$ cat src/rtl/div_unit.sv
// div_unit: multi-cycle radix-2 restoring divider for DIV/DIVU.
// Ports:
//   clk, rst            - clock, synchronous active-high reset
//   start, is_signed    - request (sampled in IDLE), 1 = signed DIV
//   dividend, divisor   - operands, sampled with start
//   cancel              - abort the operation in flight
//   busy, done          - in-flight flag, one-cycle completion pulse
//   quotient, remainder - LO/HI results, held until the next completion
module div_unit #(
  parameter int unsigned WIDTH = 32
) (
  input  logic             clk,
  input  logic             rst,
  input  logic             start,
  input  logic             is_signed,
  input  logic [WIDTH-1:0] dividend,
  input  logic [WIDTH-1:0] divisor,
  input  logic             cancel,
  output logic             busy,
  output logic             done,
  output logic [WIDTH-1:0] quotient,
  output logic [WIDTH-1:0] remainder
);

  localparam int unsigned CW = $clog2(WIDTH) + 1;

  typedef enum logic [1:0] {
    IDLE = 2'd0,
    CALC = 2'd1,
    DONE = 2'd2
  } state_t;

  state_t           state, state_d;
  logic [WIDTH-1:0] prem, prem_d;     // partial remainder
  logic [WIDTH-1:0] work, work_d;     // working dividend, fills with quotient bits
  logic [WIDTH-1:0] dsr, dsr_d;       // divisor magnitude
  logic [WIDTH-1:0] raw, raw_d;       // dividend as presented, for divide-by-zero
  logic             qneg, qneg_d;
  logic             rneg, rneg_d;
  logic             dz, dz_d;
  logic [CW-1:0]    cnt, cnt_d;
  logic             busy_d, done_d;
  logic [WIDTH-1:0] quotient_d, remainder_d;

  logic             a_neg, b_neg;
  logic [WIDTH-1:0] mag_a, mag_b;
  logic [WIDTH:0]   rem_sh;
  logic [WIDTH:0]   diff;
  logic             fits;
  logic [WIDTH-1:0] rem_next, quo_next;

  // Next-state, datapath and output logic.
  always_comb begin
    state_d     = state;
    prem_d      = prem;
    work_d      = work;
    dsr_d       = dsr;
    raw_d       = raw;
    qneg_d      = qneg;
    rneg_d      = rneg;
    dz_d        = dz;
    cnt_d       = cnt;
    quotient_d  = quotient;
    remainder_d = remainder;

    a_neg = is_signed & dividend[WIDTH-1];
    b_neg = is_signed & divisor[WIDTH-1];
    mag_a = a_neg ? WIDTH'(0) - dividend : dividend;
    mag_b = b_neg ? WIDTH'(0) - divisor  : divisor;

    // One restoring step; a set top bit after the shift always exceeds the divisor.
    rem_sh   = {prem, work[WIDTH-1]};
    diff     = rem_sh - {1'b0, dsr};
    fits     = rem_sh[WIDTH] | ~diff[WIDTH];
    rem_next = fits ? diff[WIDTH-1:0] : rem_sh[WIDTH-1:0];
    quo_next = {work[WIDTH-2:0], fits};

    unique case (state)
      IDLE: begin
        if (start) begin
          prem_d  = '0;
          work_d  = mag_a;
          dsr_d   = mag_b;
          raw_d   = dividend;
          qneg_d  = a_neg ^ b_neg;
          rneg_d  = a_neg;
          dz_d    = (divisor == '0);
          cnt_d   = '0;
          state_d = CALC;
        end
      end
      CALC: begin
        if (cancel) begin
          state_d = IDLE;
        end else begin
          prem_d = rem_next;
          work_d = quo_next;
          cnt_d  = cnt + CW'(1);
          if (cnt == CW'(WIDTH - 1)) begin
            quotient_d  = dz ? '1 : (qneg ? WIDTH'(0) - quo_next : quo_next);
            remainder_d = dz ? raw : (rneg ? WIDTH'(0) - rem_next : rem_next);
            state_d     = DONE;
          end
        end
      end
      DONE:    state_d = IDLE;
      default: state_d = IDLE;
    endcase

    busy_d = (state_d != IDLE);
    done_d = (state_d == DONE);
  end

  // State and output registers.
  always_ff @(posedge clk) begin
    if (rst) begin
      state     <= IDLE;
      prem      <= '0;
      work      <= '0;
      dsr       <= '0;
      raw       <= '0;
      qneg      <= 1'b0;
      rneg      <= 1'b0;
      dz        <= 1'b0;
      cnt       <= '0;
      busy      <= 1'b0;
      done      <= 1'b0;
      quotient  <= '0;
      remainder <= '0;
    end else begin
      state     <= state_d;
      prem      <= prem_d;
      work      <= work_d;
      dsr       <= dsr_d;
      raw       <= raw_d;
      qneg      <= qneg_d;
      rneg      <= rneg_d;
      dz        <= dz_d;
      cnt       <= cnt_d;
      busy      <= busy_d;
      done      <= done_d;
      quotient  <= quotient_d;
      remainder <= remainder_d;
    end
  end

endmodule

$ cat config.mk
export PLATFORM = sky130hd
export DESIGN_NAME = div_unit
export DESIGN_NICKNAME = d
export VERILOG_FILES = /design/src/rtl/div_unit.sv
export SDC_FILE = /design/constraint.sdc
export NUM_CORES = 1
export LEC_CHECK = 0
export BUFFER_PORTS_ARGS = -buffer_cell sky130_fd_sc_hd__clkbuf_2
export CORE_ASPECT_RATIO = 1.75
export CORE_MARGIN = 4
export CORE_UTILIZATION = 54
export DETAILED_ROUTE_END_ITERATION = 8
export GPL_TIMING_DRIVEN = 1
export PLACE_DENSITY = 0.77
export SYNTH_ARGS = -nofsm -noshare
export SYNTH_HDL_FRONTEND = slang
export SYNTH_SLANG_ARGS = --single-unit
$ cat constraint.sdc
create_clock -name clk -period 5.3 [get_ports clk]
set_input_delay 1.59 -clock clk [delete_from_list [all_inputs] [get_ports clk]]
set_output_delay 1.59 -clock clk [all_outputs]
set_load 0.005 [all_outputs]
* Word-level counts from Yosys, hierarchy flattened
Index checks and enable logic that the tools add are counted.
** Storage, ports and cells
- Flip-flop bits (word level) :: 205
- Output and inout port bits :: 66
- Word-level logic and storage cells :: 57
** Operators by class
- $add $sub $neg :: 6
- Eq/ne operators :: 5
- Mux-type cells :: 20
- Bitwise logic cells :: 6
- Reduce and logical (&&, ||, !) cells :: 7
** Operators by type and width (number)
- $mux W32 :: 11
- $pmux W32 S2 :: 2
- $sub A1 B32 Y32 const A :: 4
- $sub A33 B32 Y33 :: 1
- $logic_not A32 Y1 :: 1
- $mux W6 :: 2
- $pmux W6 S2 :: 1
- $add A6 B1 Y6 const B :: 1
- $eq A6 B5 Y1 const B :: 1
- $mux W2 :: 3
- $reduce_and A3 Y1 :: 2
- $ne A2 B2 Y1 const B :: 2
- $pmux W2 S2 :: 1
- $reduce_bool A2 Y1 :: 2
- $and A1 B1 Y1 :: 2
- $eq A2 B1 Y1 const B :: 1
- $eq A2 B2 Y1 const B :: 1
- $logic_not A2 Y1 :: 1
- $not A1 Y1 :: 2
- $reduce_and A2 Y1 :: 1
- $or A1 B1 Y1 :: 1
- $xor A1 B1 Y1 :: 1

* Depth between registers and ports, before layout
Gate-level depths: netlist of the first run.
- Depth after elaboration :: 7
- Gate-level depth with buffers :: 24
- Mapped depth without buffers :: 20

* Worst setup path before layout of the first run
OpenSTA, ideal clock, no wires.
- Path kind :: register to register
- From :: register work[31]
- To :: register remainder[26]
- Setup time :: 131 ps
- Arrival time :: 5193 ps
- Setup slack :: -24 ps
- Cell stages (with the launch flop) :: 22
- Path through :: dfxtp_1 inv_1 ha_1 fa_1 nor2b_2 o31ai_4 a2111oi_4 o211ai_4 nand2_4 buf_2 buf_1 buf_1 nand2_1 o21ai_0 ha_1 inv_1 or4_1 o41ai_2 nand4_4 o41ai_2 xnor2_1 o22ai_1
** Between the ends
- Word-level cells in the longest chain between the ends :: 7
** RTL lines
- start, declared :: RTL line 35 : logic [WIDTH-1:0] work, work_d;
- start signal, assigned :: RTL line 133 : work <= work_d;
- $sub A33 B32 Y33 :: RTL line 73 : diff = rem_sh - {1'b0, dsr};
- $not A1 Y1 :: RTL line 74 : fits = rem_sh[WIDTH] | ~diff[WIDTH];
- $or A1 B1 Y1 :: RTL line 74
- $mux W32 * :: RTL line 75 : rem_next = fits ? diff[WIDTH-1:0] : rem_sh[WIDTH-1:0];
- $sub A1 B32 Y32 :: RTL line 101 : remainder_d = dz ? raw : (rneg ? WIDTH'(0) - rem_next : rem_next);
- $mux W32 * (2 in a row) :: RTL line 101
- end signal, assigned :: RTL line 143 : remainder <= remainder_d;
- end, declared :: RTL line 22 : output logic [WIDTH-1:0] remainder
Mark *: on every way between the ends. The rest lies on a longest branch, timed or not.
A chain may end at the register's enable or synchronous reset.

* Worst setup path in the final report of the first run
Ends and elaborated chain as after synthesis.

==> flow_metrics.tcl, run 1 <==
set metrics [dict create \
    status "complete, no violations" \
    nets 1963 \
    ios 135 \
    diodes 0 \
    gp_congestion 0.9838 \
    yosysSeqAreaShare 0.3099 \
    worst_slew_margin_rel 0.3459 \
    arrival_ns 5.24 \
    yosysTopAreaCell "dfxtp_1" \
    grtUsageTotal 0.3248 \
    rsz0062_at_grt "false" \
    end_kind "flop" \
    die_y_um 215.2 \
    wl_per_cell_um 20.99 \
    clk_latency_ns 0.51 \
    synth.area.top_cells "dfxtp_1 (31%), nor2_1 (7.1%), a21oi_1 (6.5%)" \
    synth_area_mm2 0.01324 \
    cap_violations 0 \
    worst_slew_pin_slew_ns 0.9789 \
    cts_root_buffer "clkbuf_16" \
    grt_max_degree 110 \
    fin_util 0.6161 \
    clk_path_buf_depth 3 \
    fmax_mhz 205.1 \
    hp-class "reg2reg" \
    synth.top_cell.area_share 0.3099 \
    critPathRequiredTime_ns 5.67 \
    synthArstFlopShare 0 \
    drive_gt1_frac 0.1267 \
    avgSynthCellArea_um2 7.431 \
    post_cts_buffers 0 \
    core_mm2 0.02412 \
    cts_tree "done" \
    setup-violations-final 0 \
    finalCritPeriodShare 0.9199 \
    dr.pass1.iters 6 \
    hold_buffers 0 \
    vdd_drop_max_v 0.0002936 \
    cts.sinks 205 \
    grt_pass1_wl_mm 71.14 \
    routed_wl_mm 45.72 \
    final_hold_viol_count 0 \
    drt_iter0_drc 1007 \
    critPathLaunchType "flop" \
    fin_skew_ns 0.01376 \
    reg2regPathDepth 19 \
    yosysMostFrequentCell "nor2_1" \
    cts_buffers 21 \
    ys_seq_elements 205 \
    dp_hpwl_mm 34.61 \
    grt_overflow 0 \
    rows 75 \
    grt_pass1_vias 13350 \
    finalCriticalPeriod_ns 4.875 \
    power_density_mw_per_mm2 269.1 \
    dieArea_mm2 0.02719 \
    slew_violations 0 \
    syn2layout_area_growth_pct 12.21 \
    drc 0 \
    synth_nets 1889 \
    fin_tns_setup_ns 0 \
    cts_resized 0 \
    die_w_um 126.4 \
    initial_core_util 0.5491 \
    cellLeakagePower_nw 5.761 \
    path_max_fanout 8 \
    antenna_left 0 \
    io_buffers 134 \
    synth_edf_count 0 \
    synthTopCellsByCount "nor2_1 (251), dfxtp_1 (205), nand2_1 (199)" \
    clk_pin_slew_ns 0.07 \
    vias 13710 \
    syn-instance-count 1782 \
    via_per_inst 6.293 \
    grt_antenna_before_repair 0 \
    critPathKind "reg2reg" \
    synth_cell_type_count 86 \
    yosysWarnings 0 \
    whs_path_depth 2 \
    synth_ff_type "dfxtp_1" \
    htree_levels 1 \
]
[per-stage QoR]
stage,instances,total power (W),area [um^2],setup WS (ns),hold WS [ns]
5_1_grt,2178,0.004155,14860,0.1010,0.4708
3_3_place_gp,2141,0.002453,14140,0.5978,0.4415
4_1_cts,2178,0.004006,14860,0.4594,0.4557
2_1_floorplan,1782,0.002212,13240,0.09253,0.4311
3_5_place_dp,2141,0.002462,14140,0.4827,0.4469
6_report,2178,0.003998,14860,0.4247,0.4535
[flip-flops by register name, summed over array words and instances, names as in the netlist]
name and count:
work 32, quotient 32, dz 1, cnt 6, qneg 1, state 2, rneg 1, dsr 32
remainder 32, done 1, raw 32, prem 32, busy 1
[metal layers]
metal  GRT usage  share of wire  vias to the layer above
met5           0              0                        -
met3     0.03329          0.046                      182
li1            -              -                     6544
met2      0.5856           0.51                      536
met1      0.3316           0.34                     6444
met4      0.2645          0.097                        0
[cells in the final DEF (no fill, tap or decap), drive strengths merged, types with 4 or more instances in the layout]
| cell | netlist | routed |
|---|---|---|
| nand2b | 12 | 12 |
| buf | 31 | 37 |
| nand4 | 24 | 24 |
| xnor2 | 59 | 59 |
| and2 | 15 | 15 |
| a2111oi | 5 | 5 |
| or4 | 17 | 17 |
| a311oi | 16 | 16 |
| o21a | 15 | 15 |
| a21o | 8 | 8 |
| or3 | 32 | 32 |
| o22ai | 7 | 7 |
| dfxtp | 205 | 205 |
| a31oi | 13 | 13 |
| o31ai | 21 | 21 |
| mux2i | 21 | 21 |
| a21boi | 8 | 8 |
| a22oi | 17 | 17 |
| a211oi | 96 | 96 |
| clkbuf | 88 | 163 |
| a21oi | 175 | 175 |
| o21ai | 84 | 84 |
| nor2 | 251 | 251 |
| inv | 54 | 55 |
| nor4 | 12 | 12 |
| nand3 | 25 | 25 |
| ha | 37 | 37 |
| and3 | 9 | 9 |
| clkinv | 1 | 4 |
| nand3b | 6 | 6 |
| o211ai | 22 | 22 |
| nor3 | 60 | 60 |
| xor2 | 65 | 65 |
| nor2b | 5 | 5 |
| o41ai | 6 | 6 |
| nand2 | 200 | 200 |
| o31a | 4 | 4 |
| or2 | 8 | 8 |
[power by group]
group          internal [W]  switching [W]  total (W)  leakage, nW
Clock              0.000913       0.000639    0.00155        0.350
Combinational      0.000273       0.000514   0.000787         3.74
Sequential          0.00160      0.0000567    0.00166         1.67
[final cells by class]
| cell class | instances | area [um^2] |
|---|---|---|
| Tap cell | 308 | 385.4 |
| Multi-Input combinational cell | 1403 | 8474 |
| Timing Repair Buffer | 170 | 972.2 |
| Fill cell | 2218 | 9259 |
| Clock buffer | 30 | 619.3 |
| Clock inverter | 7 | 95.09 |
| Inverter | 55 | 206.4 |
| Sequential cell | 205 | 4105 |
[critical path: stages, from the launching register on]
cell	delay, ns
dfxtp_1	0.37
inv_1	0.07
ha_1	0.22
fa_1	0.45
nor2b_2	0.23
o31ai_4	0.13
a2111oi_4	0.52
o211ai_4	0.13
nand2_4	0.14
nand2_1	0.06
o21ai_0	0.15
ha_1	0.24
inv_1	0.09
or4_1	0.59
o41ai_2	0.35
buf_4	0.19
nand4_4	0.13
o41ai_2	0.40
xnor2_1	0.17
o22ai_1	0.10
[path summary, 6_finish.rpt]
kind / from / to / slack (ns)
hold reg to reg: dsr[31] / dsr[31] / 0.45
setup reg to reg: work[31] / remainder[26] / 0.42
setup / recovery: work[31] / remainder[26] / 0.42
hold / removal: dsr[31] / dsr[31] / 0.45
[logic make-up after synthesis]
group | count (synthesis) | synth area share
fa+ha+maj | 38 | 0.03647
simple gates | 691 | 0.2404
compound gates | 527 | 0.2620
flops | 205 | 0.3099
mux | 23 | 0.01758
buf+inv | 174 | 0.05159
xor+xnor | 124 | 0.08202
No activity file was read; power rests on OpenSTA's default activity.
==> inputs of run 2 (changes only) <==
--- a/config.mk
+++ b/config.mk
@@ -8,10 +8,10 @@
 export BUFFER_PORTS_ARGS = -buffer_cell sky130_fd_sc_hd__clkbuf_2
 export CORE_ASPECT_RATIO = 1.75
 export CORE_MARGIN = 4
-export CORE_UTILIZATION = 54
+export CORE_UTILIZATION = 45
 export DETAILED_ROUTE_END_ITERATION = 8
 export GPL_TIMING_DRIVEN = 1
-export PLACE_DENSITY = 0.77
+export PLACE_DENSITY = 0.66
 export SYNTH_ARGS = -nofsm -noshare
 export SYNTH_HDL_FRONTEND = slang
 export SYNTH_SLANG_ARGS = --single-unit
==> flow_metrics.tcl, run 2 (synthesis gave the netlist of run 1 again) <==
set metrics [dict create \
    fin_ws_ns 0.3851 \
    cpPeakStageDelay_ns 0.63 \
    rsz0062_at_grt "false" \
    hp-class "reg2reg" \
    layout_common_cells "nor2_1 (249), dfxtp_1 (204), nand2_1 (198)" \
    cts_buffers 21 \
    end_kind "flop" \
    use_met1 0.2754 \
    die_w_um 137.7 \
    fin_tns_setup_ns 0 \
    fin_util 0.5169 \
    final_hold_viol_count 0 \
    cap_violations 0 \
    drive_gt1_frac 0.1224 \
    vdd_drop_max_v 0.0001993 \
    core_mm2 0.02883 \
    grt_antenna_before_repair 0 \
    worst_slew_margin_rel 0.2312 \
    r2r_slack_ns 0.39 \
    htree_levels 1 \
    pre_cts_ws_ns 0.4374 \
    cts.sinks 205 \
    r2r-start "work[31]" \
    gp_congestion 0.9256 \
    drt_iter0_drc 841 \
    r2r_end "remainder[26]" \
    fin_skew_ns 0.01454 \
    critPathLaunchType "flop" \
    whs_path_depth 2 \
    initial_core_util 0.4593 \
    grt_pass1_vias 12680 \
    grt_overflow 0 \
    dieArea_mm2 0.03234 \
    routed_wl_mm 42.33 \
    cts_root_buffer "clkbuf_16" \
    drc 0 \
    cts_tree "done" \
    dp_hpwl_mm 32.58 \
    whs_endpoint "raw[7]" \
    ios 135 \
    dr.pass1.iters 5 \
    antenna_left 0 \
    reg2regPathDepth 19 \
    finalCritPeriodShare 0.9273 \
    grtUsageMet3 0.02312 \
    grt_pass1_wl_mm 66.22 \
    hold_buffers 0 \
    io_buffers 134 \
    clk_path_buf_depth 3 \
    path_buf_inv 3 \
    layout.area.seq_mm2 0.004105 \
    grtUsageTotal 0.2535 \
    hp-start "raw[7]" \
    diodes 0 \
    final_common_cell "nor2_1" \
    slew_violations 0 \
    cts_resized 0 \
    syn2layout_area_growth_pct 12.54 \
    path_max_fanout 8 \
    post_cts_buffers 0 \
    critPathKind "reg2reg" \
    via_per_inst 5.855 \
    die_y_um 234.9 \
    critPathTopFamily "compound AO/OA/AOI/OAI gates" \
    clk_latency_ns 0.51 \
    rows 82 \
    cpMaxStageDelayCell "or4_1" \
    status "complete, no violations" \
    worst_slew_pin_slew_ns 1.152 \
    fmax_mhz 203.5 \
    arrival_ns 5.28 \
    fillers 2891 \
    nets 1955 \
    vias 13120 \
    finalCriticalPeriod_ns 4.915 \
    clk_pin_slew_ns 0.07 \
    wl_per_cell_um 18.90 \
    critPathRequiredTime_ns 5.67 \
    final_cells 2240 \
    power_density_mw_per_mm2 271.1 \
    grt_max_degree 91 \
    cp_cell_sequence "inv_1 -> ha_1 -> fa_1 -> nor2b_2 -> o31ai_4 -> a2111oi_4 -> o211ai_4 -> nand2_4 -> nand2_1 -> o21ai_0 -> ha_1 -> inv_1 -> or4_1 -> o41ai_2 -> buf_4 -> nand4_4 -> o41ai_2 -> xnor2_1 -> o22ai_1" \
    multi_input_area_mm2 0.008474 \
    dp_cells 2203 \
    cellLeakagePower_nw 5.733 \
    busiest_layer "met2" \
    gr-usage-met2 0.4668 \
    setup-violations-final 0 \
]
[run 2: power breakdown]
group	leakage (nW)	internal, W	switching (W)
clock network	0.365	0.000983	0.000646
logic	3.70	0.000267	0.000485
registers	1.67	0.00160	0.0000585
total	5.73	0.00285	0.00119
[run 2: worst max-delay path by stage]
stage,start,to,slack (ns),depth (start not counted)
after floorplan,work[31],remainder[26],0.09,21
after global placement,work[31],remainder[26],0.54,19
after detailed placement,work[31],remainder[26],0.44,19
after CTS,work[31],remainder[26],0.40,19
after global routing,work[31],remainder[26],0.13,19
final,work[31],remainder[26],0.39,19
[run 2: layout make-up]
type,instances,share of cell area
Multi-Input combinational cell,1403,0.5687
Sequential cell,205,0.2755
Timing Repair Buffer,162,0.06037
Clock buffer,29,0.03997
Tap cell,378,0.03174
Inverter,55,0.01385
Clock inverter,8,0.009908
[run 2: through the flow]
step | area [um^2] | hold slack [ns] | power, W
final | 14900 | 0.4581 | 0.004040
after global routing | 14900 | 0.4721 | 0.004219
after CTS | 14900 | 0.4580 | 0.004063
after detailed placement | 14160 | 0.4482 | 0.002439
after global placement | 14160 | 0.4425 | 0.002425
after floorplan | 13240 | 0.4311 | 0.002212
[run 2: layer usage]
| layer | part of all wire | wire length (um) | vias up |
|---|---|---|---|
| met3 | 0.049 | 2057 | 126 |
| li1 | - | - | 6544 |
| met1 | 0.36 | 15430 | 6032 |
| met2 | 0.52 | 22120 | 413 |
| met5 | 0 | 0 | - |
| met4 | 0.064 | 2726 | 0 |
[run 2: tightest hold or removal path: stages (launching register included)]
cell	delay, ns
dfxtp_1	0.31
nand2_1	0.05
a21oi_1	0.05
